### config.mk
export PLATFORM = sky130hd
export DESIGN_NAME = perf_counter_bank_flat
export DESIGN_NICKNAME = d
export VERILOG_FILES = /design/src/rtl/perf_counter_bank_if.sv /design/src/rtl/perf_counter_bank.sv /design/src/flat_wrapper.sv
export SDC_FILE = /design/constraint.sdc
export NUM_CORES = 1
export LEC_CHECK = 0
export BUFFER_PORTS_ARGS = -buffer_cell sky130_fd_sc_hd__buf_4
export CAP_MARGIN = 20
export CORE_ASPECT_RATIO = 1.2
export CORE_UTILIZATION = 46
export DETAILED_ROUTE_END_ITERATION = 16
export GPL_TIMING_DRIVEN = 0
export HOLD_SLACK_MARGIN = 0.1
export PLACE_DENSITY = 0.62
export SETUP_SLACK_MARGIN = 0.02
export SYNTH_ARGS = -nofsm -noshare
export SYNTH_HDL_FRONTEND = slang
export SYNTH_SLANG_ARGS = --single-unit
### constraint.sdc
create_clock -name clk -period 7.9 [get_ports clk]
set_clock_uncertainty 0.1 [all_clocks]
set_input_delay 0.79 -clock clk [delete_from_list [all_inputs] [get_ports clk]]
set_output_delay 0.79 -clock clk [all_outputs]
set_load 0.01 [all_outputs]
### src/rtl/perf_counter_bank_if.sv
// Dump stream of perf_counter_bank: one counter per valid/ready beat, plus a completion flag.
interface perf_counter_bank_if #(
  parameter int CNT_W = 32,
  parameter int SEL_W = 3
);
  logic             dump_valid;
  logic             dump_ready;
  logic [SEL_W-1:0] dump_idx;
  logic [CNT_W-1:0] dump_data;
  logic             done;

  modport master (output dump_valid, dump_idx, dump_data, done, input dump_ready);
  modport slave  (input dump_valid, dump_idx, dump_data, done, output dump_ready);
endinterface

### src/rtl/perf_counter_bank.sv
// Event/cycle counter bank: counts strobes while running, freezes on halt and streams
// every counter out over the dump port; also offers a registered random-access read.
module perf_counter_bank #(
  parameter int NUM_EVT  = 5,
  parameter int CNT_W    = 32,
  parameter int SATURATE = 0
) (
  input  logic                         clk,
  input  logic                         rst,
  input  logic [NUM_EVT-1:0]           evt,
  input  logic                         halt,
  input  logic                         clr,
  input  logic [$clog2(NUM_EVT+1)-1:0] rd_sel,
  output logic [CNT_W-1:0]             rd_data,
  output logic [NUM_EVT:0]             ovf,
  perf_counter_bank_if.master          dumpIf
);
  localparam int SEL_W = $clog2(NUM_EVT+1);
  localparam int NCNT  = NUM_EVT + 1;
  localparam logic [SEL_W-1:0] LAST_IDX = SEL_W'(NUM_EVT);

  typedef enum logic [1:0] {RUN, DUMP, DONE} stateT;

  stateT            state, nextState;
  logic [SEL_W-1:0] dumpIdx, nextIdx;
  logic [CNT_W-1:0] cnt [NCNT];
  logic [CNT_W-1:0] dumpData;
  logic [NCNT-1:0]  incr;
  logic             counting, clearing;

  // The top counter is the cycle counter, so it always sees an increment.
  assign incr     = {1'b1, evt};
  assign counting = (state == RUN) && !clr;
  assign clearing = (state != DUMP) && clr;

  always_ff @(posedge clk or posedge rst) begin
    if (rst) begin
      state   <= RUN;
      dumpIdx <= '0;
    end else begin
      state   <= nextState;
      dumpIdx <= nextIdx;
    end
  end

  always_comb begin
    nextState = state;
    nextIdx   = dumpIdx;
    case (state)
      RUN: begin
        if (halt && !clr) begin
          nextState = DUMP;
          nextIdx   = '0;
        end
      end
      DUMP: begin
        if (dumpIf.dump_ready) begin
          if (dumpIdx == LAST_IDX) nextState = DONE;
          else                     nextIdx   = dumpIdx + SEL_W'(1);
        end
      end
      DONE: begin
        if (clr) nextState = RUN;
      end
      default: nextState = RUN;
    endcase
  end

  // Counters and sticky overflow flags; clear wins over the same cycle's events.
  always_ff @(posedge clk or posedge rst) begin
    if (rst) begin
      for (int i = 0; i < NCNT; i++) cnt[i] <= '0;
      ovf <= '0;
    end else if (clearing) begin
      for (int i = 0; i < NCNT; i++) cnt[i] <= '0;
      ovf <= '0;
    end else if (counting) begin
      for (int i = 0; i < NCNT; i++) begin
        if (incr[i]) begin
          if (&cnt[i]) begin
            ovf[i] <= 1'b1;
            cnt[i] <= (SATURATE != 0) ? cnt[i] : '0;
          end else begin
            cnt[i] <= cnt[i] + CNT_W'(1);
          end
        end
      end
    end
  end

  always_ff @(posedge clk or posedge rst) begin
    if (rst) begin
      rd_data <= '0;
    end else begin
      rd_data <= '0;
      for (int i = 0; i < NCNT; i++) begin
        if (rd_sel == SEL_W'(i)) rd_data <= cnt[i];
      end
    end
  end

  always_comb begin
    dumpData = '0;
    for (int i = 0; i < NCNT; i++) begin
      if (dumpIdx == SEL_W'(i)) dumpData = cnt[i];
    end
  end

  assign dumpIf.dump_valid = (state == DUMP);
  assign dumpIf.done       = (state == DONE);
  assign dumpIf.dump_idx   = dumpIdx;
  assign dumpIf.dump_data  = dumpData;
endmodule

### src/flat_wrapper.sv
// flat-port wrapper written by rule: the top's interface ports become plain ports
module perf_counter_bank_flat 
#(
  parameter int NUM_EVT  = 5,
  parameter int CNT_W    = 32,
  parameter int SATURATE = 0
)
  (clk, rst, evt, halt, clr, rd_sel, rd_data, ovf, dumpIf_dump_valid, dumpIf_dump_idx, dumpIf_dump_data, dumpIf_done, dumpIf_dump_ready);
  perf_counter_bank_if #(.CNT_W(CNT_W), .SEL_W(3)) dumpIf_i ();
  input  logic clk;
  input  logic rst;
  input  logic [NUM_EVT-1:0] evt;
  input  logic halt;
  input  logic clr;
  input  logic [$clog2(NUM_EVT+1)-1:0] rd_sel;
  output logic [CNT_W-1:0] rd_data;
  output logic [NUM_EVT:0] ovf;
  output wire logic [$bits(dumpIf_i.dump_valid)-1:0] dumpIf_dump_valid;
  output wire logic [$bits(dumpIf_i.dump_idx)-1:0] dumpIf_dump_idx;
  output wire logic [$bits(dumpIf_i.dump_data)-1:0] dumpIf_dump_data;
  output wire logic [$bits(dumpIf_i.done)-1:0] dumpIf_done;
  input wire logic [$bits(dumpIf_i.dump_ready)-1:0] dumpIf_dump_ready;
  assign dumpIf_dump_valid = dumpIf_i.dump_valid;
  assign dumpIf_dump_idx = dumpIf_i.dump_idx;
  assign dumpIf_dump_data = dumpIf_i.dump_data;
  assign dumpIf_done = dumpIf_i.done;
  assign dumpIf_i.dump_ready = dumpIf_dump_ready;
  perf_counter_bank #(.NUM_EVT(NUM_EVT), .CNT_W(CNT_W), .SATURATE(SATURATE)) u_core (.clk(clk), .rst(rst), .evt(evt), .halt(halt), .clr(clr), .rd_sel(rd_sel), .rd_data(rd_data), .ovf(ovf), .dumpIf(dumpIf_i));
endmodule
==> summary.txt <==
Worst setup EP type: output port
io pins: 88
Leak: 6.99 nW
final period utilization: 64.2%
CTS buffer count: 26
Yosys top cell area share: 40.4%
YS warnings: 0
register area share after synthesis: 40.4%
Layout area overhead: 14.1%
drt total wl: 50,900 µm
met1 GRT Util: 41.7%
RSZ-0062 raised after global routing: no
GPL Wtd Cong: 0.990
HPWL Detailed: 39,500 µm
largest net degree at the start of global routing: 90
Syn Nets: 1,742
fin. max-slew vios: 0
setup bufs post-CTS: 0
maximum capacitance violations: 0
largest area contributor in the netlist: dfrtp_1
antenna viol nets, final: 0
# rows: 71
CTS Hold Bufs: 0
Syn Std Cell Area: 14,600 µm²
Root Driver: clkbuf_16
share of layout cells above drive strength 1: 9.88%
CTS tree: built
GRT Total Usage: 31.8%
DRC violations left: 0
Avg WL per Cell: 22.6 µm
Post-Route Setup TNS: 0 ns
Worst Setup Path Type: reg -> out
routed vias/inst: 6.04
GRT met3 Usage: 2.61%
largest fanout on the critical path: 10
CP max stage delay: 0.99 ns
vias in the first global route: 13.0k
antenna violations before repair: 1
first-pass GRT wire length: 77,400 µm
Most used DFF post-synth: dfrtp_1
drt initial violations: 1,403
Slew headroom: 21.3%
min Tclk post-route: 5.07 ns
r2r setup slk: 4.49 ns
Syn Area/Cell: 8.48 µm²
Worst EP required: 7.01 ns
die width: 164 µm
status: finished, final reports clean
Max Clk Rate: 197 MHz
clock-pin slew on the worst setup and hold paths: 0.06 ns
Yosys reg bits: 235
cell with the most instances after synthesis: dfrtp_1
Slowest-stage cell, CP: nor3b_1
met2 GRT Util: 53.2%
Die ar.: 32,400 µm²
startpoint types: register
post-CTS sizing: 0
Yosys cell types: 66
Worst-Skew Late Latency: 0.57 ns
Power Density: 225 nW/µm²
Worst Max-Slew Pin Slew: 1.18 ns
final-report setup violation count: 0
core box area: 31,300 µm²
Fin. Hold Viols: 0
number of enable flip-flop cells after synthesis: 0
Final nets: 1,859
Clock Path Buffers: 3
# diodes: 0
CP Data Arrival Time: 4.18 ns
Sink Count: 235
Die Y-Extent: 197 µm
ys async rst share: 100%
GR peak layer: met2
synthesized netlist cell count: 1,718
H-tree lvl count: 1
worst-path cell chain: inv_1 > ha_1 > clkbuf_1 > nor3b_1 > clkbuf_1 > a22oi_1 > nand2_1 > o21ai_0 > o21ai_0 > buf_4
starting density of the core: 46.6%
hold_ws: 0.167 ns
hold crit path type: in -> async
PortBufs: 85
total power: 0.00373 W
first drt pass iteration count: 6
Max VDD drop: 238 µV
Congestion Overflow GR: 0
Via Count: 13.6k
synth cell count leaders: dfrtp_1, nand2_1, nor2_1
top post-synthesis cells by area: dfrtp_1, nand2_1, nor2_1, xor2_1, xnor2_1
## metal layers
layer	wire length (µm)	share of wire [%]	vias to the layer above
met3	2700	5.3	103
met1	21400	42	6654
met5	0	0	-
li1	-	-	6345
met4	2220	4.4	0
met2	24500	48	502
## through the flow
step           instance area (µm²)  setup WS (ns)  cells  utilization [%]
6_report                     16600           2.83   2253             53.1
4_1_cts                      16600           2.95   2253             53.1
3_5_place_dp                 15800           3.54   2208             50.5
2_1_floorplan                14600          0.564   1718                -
5_1_grt                      16600           2.80   2253             53.1
3_3_place_gp                 15700          -2.50   2204             50.2
## registers in the layout (all words and copies together) (netlist names)
| name | cells |
|---|---|
| u_core.state | 2 |
| u_core.dumpIf.dump_idx | 3 |
| u_core.cnt | 192 |
| u_core.ovf | 6 |
| u_core.rd_data | 32 |
## where the power goes
| group | switching, W | internal (W) |
|---|---|---|
| Sequential | 0.0000981 | 0.00127 |
| Combinational | 0.000821 | 0.000314 |
| Clock | 0.000530 | 0.000699 |
| Total | 0.00145 | 0.00228 |
## cells in the final DEF (no fill, tap or decap), types with 10 or more instances in the layout
| cell | synthesis | routed |
|---|---|---|
| clkbuf_16 | 0 | 26 |
| xor2_1 | 77 | 77 |
| mux2i_1 | 57 | 57 |
| buf_4 | 0 | 85 |
| dfrtp_1 | 235 | 235 |
| nor4_1 | 27 | 27 |
| nand3_1 | 81 | 81 |
| or3_1 | 13 | 13 |
| and2_1 | 13 | 13 |
| a22oi_1 | 64 | 64 |
| nand4_1 | 77 | 77 |
| and3_1 | 24 | 24 |
| o221ai_1 | 24 | 24 |
| nand2_1 | 220 | 220 |
| or4_1 | 10 | 10 |
| ha_1 | 11 | 11 |
| o21ai_0 | 124 | 124 |
| clkbuf_1 | 95 | 100 |
| xnor2_1 | 73 | 73 |
| o22ai_1 | 10 | 10 |
| a21oi_1 | 35 | 35 |
| nor3_1 | 36 | 36 |
| and4_1 | 14 | 14 |
| inv_1 | 45 | 44 |
| buf_2 | 20 | 22 |
| nor2_1 | 202 | 202 |
## logic make-up after synthesis
kind of cell	share of synthesized area [%]
and+or+nand+nor	25.3
AOI/OAI and AO/OA	14.3
DFF	40.4
buffers and inverters	4.72
xor gates and xnor gates	9.02
muxes	5.31
adders and majority gates	0.945
## critical path, delay by kind of cell, from the launching register on
family / cells / cell delay, ns
flip-flops: 1 / 0.44
AO/OA/AOI/OAI: 3 / 0.71
AND/OR/NAND/NOR: 2 / 1.13
buffers and inverters: 4 / 1.21
adder cells (fa/ha/maj): 1 / 0.15
## path summary, 6_finish.rpt
path                                         to  cells past startpoint                      start
hold reg to reg                   u_core.ovf[2]                      1              u_core.ovf[2]
setup reg to reg                 u_core.cnt[53]                      9            u_core.state[0]
setup / recovery           dumpIf_dump_data[20]                     10  u_core.dumpIf.dump_idx[0]
min in group clk                  u_core.ovf[2]                      1              u_core.ovf[2]
hold / removal                    u_core.ovf[5]                      2                        rst
max in group asynchronous       u_core.cnt[181]                      3                        rst
## layout make-up
class,instances,area [µm²]
Buffer,128,518
Clock buffer,34,711
Clock inverter,11,126
Fill cell,2956,14700
Inverter,45,176
Multi-Input combinational cell,1310,8000
Sequential cell,235,5880
Tap cell,401,502
Timing Repair Buffer,89,703
(Power assumes the default switching activity.)
